[src/rtl/imem_loader_pkg.sv]
// Shared constants for the instruction-memory loader.
//   INSN_W        : instruction word width
//   HALT_OPCODE   : opcode field of the program terminator
//   HALT_WORD_DEF : full terminator word (HALT opcode, all other fields zero)
//   LD_*          : loader state encoding, also used as the enum values
package imem_loader_pkg;

    localparam int unsigned INSN_W = 32;

    localparam logic [5:0]        HALT_OPCODE   = 6'b111111;
    localparam logic [INSN_W-1:0] HALT_WORD_DEF = {HALT_OPCODE, 26'd0};

    localparam logic [1:0] LD_IDLE  = 2'd0;
    localparam logic [1:0] LD_LOAD  = 2'd1;
    localparam logic [1:0] LD_DONE  = 2'd2;
    localparam logic [1:0] LD_ERROR = 2'd3;

    typedef enum logic [1:0] {
        StIdle  = LD_IDLE,
        StLoad  = LD_LOAD,
        StDone  = LD_DONE,
        StError = LD_ERROR
    } loader_state_t;

endpackage

[src/rtl/imem_loader_byte_packer.sv]
// Packs a byte stream into big-endian 32-bit words.
// Ports:
//   clk, reset    : clock, asynchronous active-high reset
//   clear_i       : drop any partially assembled word and restart at byte 0
//   valid_i       : data_i carries a byte this cycle
//   data_i        : received byte
//   word_o        : last completed word (registered)
//   word_valid_o  : one-cycle pulse the cycle after the completing byte
module imem_loader_byte_packer
    import imem_loader_pkg::*;
(
    input  logic              clk,
    input  logic              reset,
    input  logic              clear_i,
    input  logic              valid_i,
    input  logic [7:0]        data_i,
    output logic [INSN_W-1:0] word_o,
    output logic              word_valid_o
);

    // Only the first three bytes need holding; the fourth goes straight into word_q.
    logic [23:0]       shift_q, shift_d;
    logic [1:0]        count_q, count_d;
    logic [INSN_W-1:0] word_q, word_d;
    logic              word_valid_q, word_valid_d;

    always_comb begin
        shift_d      = shift_q;
        count_d      = count_q;
        word_d       = word_q;
        word_valid_d = 1'b0;
        if (clear_i) begin
            shift_d = '0;
            count_d = '0;
        end else if (valid_i) begin
            shift_d = {shift_q[15:0], data_i};
            count_d = count_q + 2'd1;
            if (count_q == 2'd3) begin
                word_d       = {shift_q, data_i};
                word_valid_d = 1'b1;
            end
        end
    end

    always_ff @(posedge clk or posedge reset) begin
        if (reset) begin
            shift_q      <= '0;
            count_q      <= '0;
            word_q       <= '0;
            word_valid_q <= 1'b0;
        end else begin
            shift_q      <= shift_d;
            count_q      <= count_d;
            word_q       <= word_d;
            word_valid_q <= word_valid_d;
        end
    end

    assign word_o       = word_q;
    assign word_valid_o = word_valid_q;

endmodule

[src/rtl/imem_loader.sv]
// Program loader: packs received bytes into words, writes them sequentially
// into instruction memory and holds the CPU until the HALT word is written.
// Ports:
//   clk, reset     : clock, asynchronous active-high reset
//   i_start        : one-cycle request to begin a new load
//   i_rx_data/valid: received byte stream
//   o_imem_we      : one-cycle write strobe per completed word
//   o_imem_addr    : byte address (word index * 4)
//   o_imem_wdata   : word being written
//   o_cpu_hold     : halts fetch; low only after a successful load
//   o_busy         : load in progress
//   o_done/o_error : sticky outcome of the last load
module imem_loader
    import imem_loader_pkg::*;
#(
    parameter int unsigned       IMEM_DEPTH = 256,
    parameter logic [INSN_W-1:0] HALT_WORD  = HALT_WORD_DEF
) (
    input  logic        clk,
    input  logic        reset,
    input  logic        i_start,
    input  logic [7:0]  i_rx_data,
    input  logic        i_rx_valid,
    output logic        o_imem_we,
    output logic [31:0] o_imem_addr,
    output logic [31:0] o_imem_wdata,
    output logic        o_cpu_hold,
    output logic        o_busy,
    output logic        o_done,
    output logic        o_error
);

    localparam int unsigned      IDX_W    = $clog2(IMEM_DEPTH);
    localparam int unsigned      PAD_W    = 32 - IDX_W - 2;
    localparam logic [IDX_W-1:0] LAST_IDX = IDX_W'(IMEM_DEPTH - 1);

    loader_state_t     state_q, state_d;
    logic [IDX_W-1:0]  index_q, index_d;
    logic              busy_q, busy_d;
    logic              hold_q, hold_d;
    logic              done_q, done_d;
    logic              error_q, error_d;

    logic              pack_clear;
    logic              rx_accept;
    logic [INSN_W-1:0] word;
    logic              word_valid;

    // Bytes are only taken while loading; a byte coincident with i_start is dropped.
    assign rx_accept = i_rx_valid && (state_q == StLoad);

    imem_loader_byte_packer u_packer (
        .clk          (clk),
        .reset        (reset),
        .clear_i      (pack_clear),
        .valid_i      (rx_accept),
        .data_i       (i_rx_data),
        .word_o       (word),
        .word_valid_o (word_valid)
    );

    always_comb begin
        state_d    = state_q;
        index_d    = index_q;
        done_d     = done_q;
        error_d    = error_q;
        pack_clear = 1'b0;

        case (state_q)
            StLoad: begin
                // word_valid marks the write cycle; decide termination at its end.
                if (word_valid) begin
                    index_d = index_q + 1'b1;
                    if (word == HALT_WORD) begin
                        state_d = StDone;
                        done_d  = 1'b1;
                    end else if (index_q == LAST_IDX) begin
                        state_d = StError;
                        error_d = 1'b1;
                    end
                end
            end
            default: begin
                if (i_start) begin
                    state_d    = StLoad;
                    index_d    = '0;
                    done_d     = 1'b0;
                    error_d    = 1'b0;
                    pack_clear = 1'b1;
                end
            end
        endcase

        busy_d = (state_d == StLoad);
        hold_d = (state_d != StDone);
    end

    always_ff @(posedge clk or posedge reset) begin
        if (reset) begin
            state_q <= StIdle;
            index_q <= '0;
            busy_q  <= 1'b0;
            hold_q  <= 1'b1;
            done_q  <= 1'b0;
            error_q <= 1'b0;
        end else begin
            state_q <= state_d;
            index_q <= index_d;
            busy_q  <= busy_d;
            hold_q  <= hold_d;
            done_q  <= done_d;
            error_q <= error_d;
        end
    end

    // Index advances only after the write cycle, so it is the current word's address.
    assign o_imem_we    = word_valid;
    assign o_imem_addr  = {{PAD_W{1'b0}}, index_q, 2'b00};
    assign o_imem_wdata = word;
    assign o_cpu_hold   = hold_q;
    assign o_busy       = busy_q;
    assign o_done       = done_q;
    assign o_error      = error_q;

endmodule

[config.mk]
export PLATFORM = sky130hd
export DESIGN_NAME = imem_loader
export DESIGN_NICKNAME = d
export VERILOG_FILES = /design/src/rtl/imem_loader_pkg.sv /design/src/rtl/imem_loader_byte_packer.sv /design/src/rtl/imem_loader.sv
export SDC_FILE = /design/constraint.sdc
export NUM_CORES = 1
export LEC_CHECK = 0
export BUFFER_PORTS_ARGS = -buffer_cell sky130_fd_sc_hd__buf_2
export CAP_MARGIN = 40
export CORE_MARGIN = 5
export CORE_UTILIZATION = 30
export DETAILED_ROUTE_END_ITERATION = 10
export HOLD_SLACK_MARGIN = 0.03
export RECOVER_POWER = 25
export SLEW_MARGIN = 25
export SYNTH_ARGS = -nofsm -noshare
export SYNTH_HDL_FRONTEND = slang
export SYNTH_SLANG_ARGS = --single-unit
[constraint.sdc]
create_clock -name clk -period 5 [get_ports clk]
set_clock_uncertainty 0.2 [all_clocks]
set_input_delay 0.5 -clock clk [delete_from_list [all_inputs] [get_ports clk]]
set_output_delay 0.5 -clock clk [all_outputs]
set_load 0.01 [all_outputs]
* Yosys cells after proc, flatten, opt, wreduce, memory -nomap -nowiden
Cells that the tools add are included.
** Storage, ports and cells
- Register bits :: 73
- Input bits :: 12
- Output and inout bits :: 69
** Cells by class
- Add/subtract/negate cells :: 2
- Equal/unequal tests :: 10
- Mux-type cells :: 25
- Bitwise gates (word level) :: 1
- Reduce and logical (&&, ||, !) cells :: 7
** Operators with widths (number)
- 24-bit 2-to-1 mux :: 2
- 32-bit equality test (second input constant) :: 1
- 8-bit 2-to-1 mux :: 3
- 2-bit 2-to-1 mux :: 7
- 1-bit 2-to-1 mux :: 13
- 8-bit by 1-bit adder with 8-bit output (second input constant) :: 1
- 8-bit equality test (second input constant) :: 1
- 2-bit by 1-bit inequality test with 1-bit output (second input constant) :: 3
- 3-bit AND reduction :: 2
- 2-bit by 1-bit equality test with 1-bit output (second input constant) :: 2
- 2-bit inequality test (second input constant) :: 2
- 4-bit AND reduction :: 1
- 2-bit nonzero test :: 2
- 2-bit by 1-bit adder with 2-bit output (second input constant) :: 1
- 2-bit equality test (second input constant) :: 1
- 2-bit AND reduction :: 1
- 1-bit logical AND :: 1
- 1-bit inverter :: 1

* Logic depth before layout (Yosys ltp)
Gate-level depths: netlist of run 1.
- Depth after elaboration :: 6
- Depth in mapped cells :: 6

* Hierarchy
From an unflattened synthesis of run 1, not the netlist that was laid out.
** Unflattened totals
- Cells, all modules :: 258
- Area, all modules :: 3335.7 µm²
** By module, submodules not included
- imem_loader_byte_packer :: times used 1, cells each 156, area an instance 2417.3 µm², seq. area each 1476.4 µm²
- imem_loader :: times used 1, cells each 102, area an instance 918.4 µm², seq. area each 351.6 µm²

* Least setup slack after synthesis of run 1
OpenSTA, ideal clock, no wires.
- Path type :: reg-to-reg
- From :: register index_q[0]
- To :: register state_q[1]
- Library setup time :: 0.127 ns
- Arrival :: 1.382 ns
- Required time :: 4.673 ns
- Slack :: 3.290 ns
- Stages on the path, launching flop included :: 6
- Path through :: dfrtp_1 ha_1 nand4b_1 nor2_1 a32o_1 or2_2
** On the way
- Cells in the longest elaborated chain, start to end :: 5
** Ends and longest elaborated chain
- start, declared :: RTL line imem_loader.sv:38 : logic [IDX_W-1:0] index_q, index_d;
- start signal, assigned :: RTL line imem_loader.sv:108 : index_q <= index_d;
- 8-bit equality test :: RTL line imem_loader.sv:77 : end else if (index_q == LAST_IDX) begin
- 2-bit 2-to-1 mux :: RTL line imem_loader.sv:77
- 2-bit 2-to-1 mux :: RTL line imem_loader.sv:74 : if (word == HALT_WORD) begin
- 2-bit 2-to-1 mux :: RTL line imem_loader.sv:72 : if (word_valid) begin
- 2-bit 2-to-1 mux :: RTL line imem_loader.sv:69 : case (state_q)
- via state_d[1] :: RTL line imem_loader.sv:37 : loader_state_t state_q, state_d;
- end signal, assigned :: RTL line imem_loader.sv:100 : state_q <= StIdle;
- end signal, assigned :: RTL line imem_loader.sv:107 : state_q <= state_d;
- end, declared :: RTL line imem_loader.sv:37
The timed path passes the listed nets, and every way through them passes these cells.
A chain may end at the register's enable or synchronous reset.

==> reports/metrics.csv, run 1 <==
stage,metric,value,unit
cts,postcts setup bufs,0,
route,Detail Route Antenna Nets,0,
floorplanning,initial cell density of the core,30.8,%
floorplanning,Rows,37,
pwr,P_leak,0.00185,µW
pwr,Power Density,539,nW/µm²
logic_synthesis,most frequent cell after synthesis,dfrtp_1,
logic_synthesis,"Avg Cell Area, Syn",13.9,µm²
sta,RSZ-0062 raised after global routing,false,
worst_setup_path,capture point of the worst reg-to-reg path,u_packer.word_o[26],
cts,CTS tree,done,
worst_setup_path,Critical Path Fanout Max,38,
route,via/cell ratio,4.55,
worst_setup_path,Critical path origin,reset,
worst_setup_path,WS Path Type,input port to asynchronous set/reset pin,
grt,vias in the first global route,1993,
logic_synthesis,top cell type by total area after synthesis,dfrtp_1,
grt,largest net degree at the start of global routing,39,
finish,Fillers,1055,
floorplanning,Die Y,113,µm
cts,Clock Tree Buf Depth,2,
logic_synthesis,Mapped Cells,229,
floorplanning,IO Pins,81,
worst_setup_path,crit path DAT,3.21,ns
logic_synthesis,sequential area share after synthesis,57.3,%
floorplanning,die width,113,µm
logic_synthesis,Yosys warnings,0,
logic_synthesis,largest cells by area after synthesis,"dfrtp_1 56%, mux2_4 14%, a22o_1 6.3%, buf_4 6.1%, mux2_2 1.4%",
finish,Inserted Diodes,0,
cts,"Clk Latency, worst-skew pair",0.35,ns
worst_setup_path,CP Launch Type,input port,
logic_synthesis,"FF+latch count, synth",73,
worst_setup_path,crit path to,u_packer.shift_q[17],
place,PortBufs,56,
sta,fmax,340,MHz
grt,first-pass GRT wire length,10800,µm
worst_setup_path,Required @ worst endpoint,5.26,ns
cts,Clock Sinks,73,
sta,# setup viols final,0,
logic_synthesis,ys flop type,dfrtp_1,
logic_synthesis,Synth Cell Area,3190,µm²
route,drt total wl,6740,µm
route,DRT Pass-1 Iters,4,
cts,total CTS buffers,9,
place,routability cong.,0.766,
cts,CTS HTree Levels,3,
route,DRC,0,
finish,Layout Cells excl Fill,431,
place,Detail Placement HPWL,4840,µm
job,maxcap violations,1,
worst_setup_path,Worst R2R Setup Slack,2.69,ns
cts,Clock Tree Root,clkbuf_8,
grt,gr usage total,10.9,%
hold_path,worst min-delay path class,input port to register,
route,initial DRC count,108,
sta,min cycle time layout,2.94,ns
sta,Final Cycle Share,58.9,%
logic_synthesis,Netlist cell types,37,
logic_synthesis,Synth async-reset ratio,100,%
finish,Layout Area Growth over Synthesis,15.2,%
sta,Slew @ Worst Pin,1.76,ns
route,vias,1962,
floorplanning,Core Area,10400,µm²
grt,total gr overflow,0,
cts,Clock Pin Slew Worst Setup and Hold Paths,0.08,ns
worst_setup_path,FF-to-FF path depth,4,
pwr,worst ir drop on vdd,0.246,mV
logic_synthesis,Post-synth EDFFs,0,
sta,hold violation count in the final report,0,
grt,initial antenna violation count,0,
run_status,failing checks,"max-capacitance violations, max-slew violations",
worst_setup_path,reg-to-reg critical path startpoint,state_q[1],
run_status,status,"finished, violations left",
finish,fraction of layout cells with a size suffix above 1,35.3,%
logic_synthesis,Post-synth top cells,"72 x dfrtp_1, 29 x mux2_4, 26 x buf_4",
sta,"Slew Viols, Final",34,
sta,setup_tns,0,ns
route,WL per Instance,15.6,µm
floorplanning,DIE AREA,12800,µm²
worst_setup_path,CP Capture Type,asynchronous set/reset pin,
sta,Slew headroom,-17.1,%
place,placed insts,413,
finish,Final nets,304,
logic_synthesis,share of the synthesized area in the top cell type,56.5,%
-- power by group --
part	switching [µW]	internal, µW	total (µW)
registers	176	777	953
logic	281	333	615
clock network	230	185	415
total	687	1300	1980
-- layer usage --
metal	up-vias	wire length (µm)	part of all wire [%]	track usage [%]
li1	897	-	-	-
met1	983	3270	48	15.2
met2	74	2970	44	15.7
met3	8	415	6.2	3.80
met4	0	88	1.3	3.61
met5	-	0	0	0
-- cell usage in the layout (no fill, tap or decap), types with 3 or more instances in the layout --
| cell type | count |
|---|---|
| dfrtp_1 | 72 |
| buf_2 | 49 |
| mux2_4 | 29 |
| conb_1 | 24 |
| a22o_1 | 23 |
| nor2_1 | 11 |
| clkbuf_8 | 9 |
| clkbuf_1 | 8 |
| inv_1 | 6 |
| nand2_1 | 6 |
| nor4_1 | 6 |
| nand4_1 | 5 |
| mux2_2 | 4 |
| nand3_1 | 3 |
| nor3_1 | 3 |
| xnor2_1 | 3 |
| xor2_1 | 3 |
-- through the flow --
stage                     utilization [%]  hold slack, ns  worst slack (ns)  cell area (µm²)  power [µW]
after global placement               33.7           0.262              2.76             3490        1570
after floorplan                         -           0.260              2.45             3280        1340
final                                35.4           0.200              2.06             3670        1980
after CTS                            35.4           0.108              2.71             3670        2010
after detailed placement             33.7           0.268              2.71             3490        1590
after global routing                 35.4           0.177              1.58             3670        2110
-- state kept, by name (all words and copies together) (netlist names) --
register / flops
u_packer.word_o: 32
o_error: 1
u_packer.shift_q: 24
u_packer.count_q: 2
u_packer.word_valid_o: 1
o_busy: 1
state_q: 2
o_cpu_hold: 1
o_done: 1
index_q: 8
-- worst min path at each step --
stage	start	cells past startpoint	slack [ns]	end
final	i_rx_data[1]	2	0.20	u_packer.shift_q[1]
after global routing	i_rx_data[1]	2	0.18	u_packer.shift_q[1]
after CTS	reset	2	0.11	u_packer.shift_q[22]
after detailed placement	o_error	2	0.27	o_error
after global placement	o_done	1	0.26	o_done
after floorplan	state_q[1]	1	0.26	o_cpu_hold
-- worst max-delay path, cell delays in order --
cell and delay (ns):
dlygate4sd3_1 0.53, buf_2 0.12, inv_1 0.13, clkbuf_1 1.29
buf_4 0.63
-- area by class of cell --
class | instances | area, µm² | area share (%)
inverters | 6 | 22.5 | 0.613
clock buffers | 9 | 124 | 3.37
multi-input cells | 141 | 1180 | 32.2
repair buffers | 59 | 293 | 7.97
well taps | 136 | 170 | 4.63
flip-flops and latches | 73 | 1830 | 49.7
clock inverters | 7 | 55.1 | 1.50
-- cell families after synthesis --
kind of cell / share of synthesized area (%)
AND/OR/NAND/NOR: 8.71
adder cells (fa/ha/maj): 0.784
XOR/XNOR: 1.65
other: 0.118
multiplexers: 15.7
buffers and inverters: 8.27
flip-flops: 57.3
AO/OA/AOI/OAI: 7.49
-- repair_timing --
action                    CTS  global route
resized for setup           0             0
hold endpoints to repair    0             3
hold buffers                0             1
Power figures use the tool's default switching activity.
==> run 2, diff against run 1 <==
Clock period 5 ns to 2.6 ns, I/O delays scaled along.
==> run 2 against run 1 <==
Critical endpoint is now state_q[1]. Global-route usage up 0.53 points. Flip-flop and latch count unchanged. The run now ends clean. Combinational power up 90%. Critical path type is now register to register.
==> reports/metrics.csv, run 2 (synthesized netlist as in run 1, its figures left out) <==
stage,metric,value,unit,change
run_status,status,"complete, no violations",,
finish,fraction of layout cells with a size suffix above 1,31.4,%,-3.9 points
sta,# setup viols final,0,,unchanged
worst_setup_path,crit path DAT,2.27,ns,-0.94 ns
floorplanning,die width,113,µm,unchanged
route,DRC,0,,unchanged
cts,CTS tree,done,,
worst_setup_path,Crit path buffers/inverters,0,,-5
worst_setup_path,"Critical Path, Cell by Cell",nor4b_1 > nand4_1 > nor3_1 > or2_2,,
grt,vias in the first global route,2101,,+5.4%
place,PortBufs,56,,unchanged
worst_setup_path,Required @ worst endpoint,2.69,ns,-2.57 ns
sta,Final Cycle Share,83.9,%,
route,met2 wire length,3040,µm,+2.5%
pwr,sequential share of power,47.6,%,-0.5 points
cts,Clock Sinks,73,,unchanged
hold_path,hold path depth,1,,-1
route,Detail Route Antenna Nets,0,,unchanged
pwr,Power Density,1020,nW/µm²,+89%
route,Post-Route M1 WL,3290,µm,+0.61%
pwr,Psw,1290,µW,+87%
worst_setup_path,CP top delay family,simple AND/OR/NAND/NOR gates,,
finish,Inserted Diodes,0,,unchanged
finish,max reg flops,32,,unchanged
finish,most frequent cells in the layout,"72 x dfrtp_1, 39 x buf_2, 29 x mux2_4",,
worst_setup_path,Critical Path Fanout Max,5,,-87%
cts,Clock Pin Slew Worst Setup and Hold Paths,0.08,ns,about the same
cts,"Clk Latency, worst-skew pair",0.35,ns,about the same
floorplanning,IO Pins,81,,unchanged
grt,total gr overflow,0,,unchanged
route,DRT Pass-1 Iters,4,,unchanged
floorplanning,Rows,37,,unchanged
place,placed insts,414,,+0.24%
worst_setup_path,reg-to-reg critical path startpoint,u_packer.word_o[23],,
cts,CTS HTree Levels,3,,unchanged
pwr,clock share of power,21.9,%,+1.0 points
pwr,sw frac,33.5,%,-1.2 points
route,via/cell ratio,4.44,,-2.6%
finish,Layout Cells excl Fill,439,,+1.9%
sta,setup_tns,0,ns,unchanged
floorplanning,Die Y,113,µm,unchanged
worst_setup_path,crit path max-delay cell type,nor4b_1,,
pwr,P_leak,0.00187,µW,+0.75%
sta,"Slew Viols, Final",0,,-100%
sta,min cycle time layout,2.18,ns,
place,dpl ws,0.449,ns,-2.26 ns
place,Detail Placement HPWL,4960,µm,+2.6%
sta,fmax,458,MHz,
hold_path,worst min-delay path class,register to register,,
route,Met3 Wirelength,546,µm,+32%
hold_path,min-delay src,o_done,,
sta,Slew @ Worst Pin,1.25,ns,-0.509 ns
job,maxcap violations,0,,-1
route,vias,1947,,-0.76%
route,WL per Instance,15.9,µm,+1.4%
pwr,Comb pwr share,30.5,%,-0.5 points
finish,"commonest non-fill, non-tap cell in the layout",dfrtp_1,,
finish,Layout Area Growth over Synthesis,18.4,%,
grt,largest net degree at the start of global routing,44,,+13%
grt,gr usage total,11.4,%,+0.53 points
route,Top Metal Used,met4,,
place,routability cong.,0.779,,+1.8%
floorplanning,initial cell density of the core,30.8,%,unchanged
cts,postcts setup bufs,0,,unchanged
hold_path,Hold EP,o_done,,
cts,total CTS buffers,9,,unchanged
worst_setup_path,CP Capture Type,register,,
grt,first-pass GRT wire length,11400,µm,+5.9%
worst_setup_path,CP Launch Type,register,,
cts,Clock Tree Root,clkbuf_8,,
cts,Clock Tree Buf Depth,2,,unchanged
worst_setup_path,Worst R2R Setup Slack,0.42,ns,-2.27 ns
finish,Final nets,313,,+3.0%
route,initial DRC count,89,,-18%
worst_setup_path,slowest cell delay on critical path,0.62,ns,-0.67 ns
sta,RSZ-0062 raised after global routing,false,,
worst_setup_path,FF-to-FF path depth,4,,unchanged
worst_setup_path,capture point of the worst reg-to-reg path,state_q[1],,
pwr,worst ir drop on vdd,0.540,mV,+120%
worst_setup_path,Critical path origin,u_packer.word_o[23],,
floorplanning,DIE AREA,12800,µm²,unchanged
sta,Slew headroom,16.8,%,+34 points
floorplanning,Core Area,10400,µm²,unchanged
worst_setup_path,WS Path Type,register to register,,
sta,final worst setup slack,0.418,ns,-1.64 ns
route,drt total wl,6960,µm,+3.2%
grt,initial antenna violation count,0,,unchanged
sta,hold violation count in the final report,0,,unchanged
pwr,Pint,2560,µW,+98%
worst_setup_path,Worst path depth,4,,-1
-- run 2: area by class of cell --
cell class / count / area, µm²
Clock inverter: 6 / 60.1
Tap cell: 136 / 170
Sequential cell: 73 / 1830
Clock buffer: 9 / 124
Inverter: 6 / 22.5
Timing Repair Buffer: 68 / 387
Fill cell: 1043 / 6590
Multi-Input combinational cell: 141 / 1180
-- run 2: power groups by stage --
stage / logic (µW) / registers [µW] / clock network (µW)
finish: 1170 / 1830 / 843
global route: 1280 / 1900 / 917
CTS: 1230 / 1830 / 866
detailed placement: 1210 / 1850 / 0
global placement: 1200 / 1830 / 0
floorplan: 649 / 1920 / 0
-- run 2: stage by stage --
stage	utilization (%)	hold slack, ns	power, µW	instance area [µm²]
floorplan	-	0.196	2570	3280
global placement	33.9	0.208	3030	3510
detailed placement	33.9	0.219	3060	3510
CTS	36.6	0.285	3930	3800
global route	36.4	0.321	4100	3780
finish	36.4	0.286	3850	3780
-- run 2: worst register-to-register path: stages, from the launching register on --
cell,delay (ns)
dfrtp_1,0.40
nor4b_1,0.62
nand4_1,0.28
nor3_1,0.44
or2_2,0.19
-- run 2: what timing repair did --
action / 4_1_cts / 5_1_grt
endpoints found under the setup margin: 0 / 0
gates resized for setup: 0 / 0
hold buffers: 10 / 0
hold endpoints to repair: 47 / 0
-- run 2: how the worst max path moves through the flow --
stage                       endpoint  slack, ns
after floorplan           index_q[0]       0.29
after CTS                 state_q[1]       0.44
after global routing          o_busy       0.14
after detailed placement  state_q[1]       0.45
after global placement    state_q[1]       0.33
final                     state_q[1]       0.42
-- run 2: per-layer routing --
metal / global-route usage [%] / vias up
li1: - / 912
met1: 15.8 / 958
met2: 16.5 / 70
met3: 4.22 / 7
met4: 3.61 / 0
met5: 0 / -
==> run 3, diff against run 2 <==
Clock period 2.6 ns to 1.8 ns, I/O delays scaled along.
==> run 3 against run 2 <==
Non-clock buffer count increased by 19. Count of clock-buffer cells in the layout increased by 5. Die area unchanged. Power increased by 54%. Final area increased by 6.9%. Core utilization increased by 2.5 points. Critical endpoint is now u_packer.word_o[1]. Largest power group unchanged.
==> reports/metrics.csv, run 3 (synthesized netlist as in run 1, its figures left out) <==
stage,metric,value,unit,change
worst_setup_path,capture point of the worst reg-to-reg path,u_packer.word_o[1],,
sta,Final Cycle Share,96.6,%,+13 points
hold_path,Hold EP,o_done,,
cts,CTS tree,done,,
finish,Final nets,333,,+6.4%
floorplanning,die width,113,µm,unchanged
hold_path,hold path depth,1,,unchanged
finish,max reg flops,32,,unchanged
worst_setup_path,WS Path Type,register to register,,
place,PortBufs,56,,unchanged
finish,Fillers,1007,,-3.5%
cts,Clock Tree Buf Depth,2,,unchanged
run_status,status,"complete, no violations",,
route,DRT Pass-1 Iters,4,,unchanged
grt,vias in the first global route,2125,,+1.1%
sta,"Slew Viols, Final",0,,unchanged
floorplanning,Die Y,113,µm,unchanged
place,routability cong.,0.771,,-0.99%
route,WL per Instance,14.7,µm,-7.1%
finish,fraction of layout cells with a size suffix above 1,42.3,%,+11 points
cts,Clock Sinks,73,,unchanged
cts,Clock Pin Slew Worst Setup and Hold Paths,0.07,ns,about the same
sta,# setup viols final,0,,unchanged
worst_setup_path,crit path DAT,1.76,ns,-0.51 ns
finish,Layout Area Growth over Synthesis,26.5,%,
route,drt total wl,6780,µm,-2.6%
worst_setup_path,Worst R2R Setup Slack,0.06,ns,-0.36 ns
pwr,Power Density,1470,nW/µm²,+44%
pwr,sw frac,31.9,%,-1.6 points
sta,hold violation count in the final report,0,,unchanged
pwr,P_leak,0.00204,µW,+9.0%
grt,total gr overflow,0,,unchanged
floorplanning,DIE AREA,12800,µm²,unchanged
pwr,sequential share of power,44.6,%,-3.0 points
cts,"Clk Latency, worst-skew pair",0.34,ns,about the same
cts,CTS HTree Levels,3,,unchanged
worst_setup_path,CP Capture Type,register,,
grt,initial antenna violation count,0,,unchanged
finish,Layout Utilization,38.9,%,+2.5 points
route,Detail Route Antenna Nets,0,,unchanged
route,via/cell ratio,4.43,,about the same
sta,fmax,575,MHz,+25%
hold_path,min-delay src,o_done,,
finish,"commonest non-fill, non-tap cell in the layout",dfrtp_1,,
sta,Slew @ Worst Pin,0.967,ns,-0.280 ns
sta,setup_tns,0,ns,unchanged
route,vias,2040,,+4.8%
pwr,Psw,1890,µW,+47%
grt,gr usage total,10.9,%,-0.47 points
worst_setup_path,Critical Path Fanout Max,16,,+11
place,dpl ws,-0.0224,ns,-0.471 ns
route,initial DRC count,72,,-19%
hold_path,worst min-delay path class,register to register,,
floorplanning,Core Area,10400,µm²,unchanged
cts,Clock Tree Root,clkbuf_8,,
sta,Slew headroom,35.5,%,+19 points
pwr,worst ir drop on vdd,0.869,mV,+61%
finish,Inserted Diodes,0,,unchanged
grt,largest net degree at the start of global routing,74,,+68%
pwr,Pint,4030,µW,+57%
worst_setup_path,FF-to-FF path depth,5,,+1
sta,final hold slack,0.284,ns,-0.00232 ns
pwr,clock share of power,21.6,%,-0.3 points
sta,final worst setup slack,0.0613,ns,-0.357 ns
place,Detail Placement HPWL,4840,µm,-2.3%
floorplanning,Rows,37,,unchanged
grt,first-pass GRT wire length,11100,µm,-3.2%
sta,min cycle time layout,1.74,ns,-0.443 ns
job,maxcap violations,0,,unchanged
floorplanning,initial cell density of the core,30.8,%,unchanged
pwr,Comb pwr share,33.9,%,+3.4 points
finish,most frequent cells in the layout,"72 x dfrtp_1, 55 x buf_2, 29 x mux2_4",,
route,DRC,0,,unchanged
worst_setup_path,Required @ worst endpoint,1.82,ns,-0.87 ns
floorplanning,IO Pins,81,,unchanged
worst_setup_path,reg-to-reg critical path startpoint,state_q[1],,
worst_setup_path,CP Launch Type,register,,
cts,total CTS buffers,9,,unchanged
run 3: changes by cell type in the layout (fill, tap and decap cells not counted), moves of 2 or more:
cell,before,now
nor4_2,0,3
nor4b_1,2,0
clkinv_2,3,0
nor4_1,6,3
nor4b_2,0,2
buf_2,39,55
clkbuf_1,17,4
buf_12,1,3
buf_4,1,16
clkbuf_8,9,11
run 3: layout make-up:
type,count,area (µm²),area share (%)
timing repair buffer,87,578,14.3
clock inverter,2,37.5,0.930
inverter,6,26.3,0.651
clock buffer,14,163,4.03
sequential,73,1830,45.3
multi-input combinational,142,1230,30.6
tap,136,170,4.22
run 3: through the flow:
stage	instance area, µm²	instances	total power [µW]
2_1_floorplan	3280	252	3710
3_3_place_gp	3680	432	4580
3_5_place_dp	3680	432	4620
4_1_cts	3990	459	5940
5_1_grt	4040	460	6280
6_report	4040	460	5910
run 3: worst max-delay path by stage:
stage	startpoint	end	cells after the start
floorplan	index_q[0]	state_q[1]	5
global placement	state_q[1]	u_packer.count_q[0]	4
detailed placement	state_q[1]	u_packer.count_q[0]	4
CTS	u_packer.word_o[10]	o_busy	5
global route	state_q[1]	u_packer.word_o[12]	5
finish	state_q[1]	u_packer.word_o[1]	5
run 3: what timing repair did:
action	4_1_cts	5_1_grt
pin swaps	1	1
hold buffers	10	0
gates resized for setup	1	8
endpoints found under the hold margin	91	0
endpoints found under the setup margin	6	21
setup buffers	0	1
gates cloned	1	0
run 3: power by group through the flow:
stage | registers (µW) | clock network, µW | logic, µW
3_3_place_gp | 2620 | 0 | 1950
2_1_floorplan | 2780 | 0 | 938
4_1_cts | 2600 | 1310 | 2020
3_5_place_dp | 2620 | 0 | 2000
6_report | 2630 | 1280 | 2000
5_1_grt | 2720 | 1390 | 2170
run 3: layer usage:
| layer | up-vias | track usage [%] | routed length (µm) | share of wire [%] |
|---|---|---|---|---|
| met5 | - | 0 | 0 | 0 |
| met4 | 0 | 3.13 | 64 | 0.94 |
| met3 | 6 | 3.48 | 468 | 6.9 |
| met2 | 69 | 15.4 | 2980 | 44 |
| met1 | 1010 | 16.0 | 3260 | 48 |
| li1 | 955 | - | - | - |
run 3: worst max-delay path, stage by stage, from the launching register on:
cell and delay, ns:
dfrtp_1 0.41, nand2b_2 0.25, nor2_8 0.19, nand2_4 0.09
buf_12 0.16, mux2_4 0.30
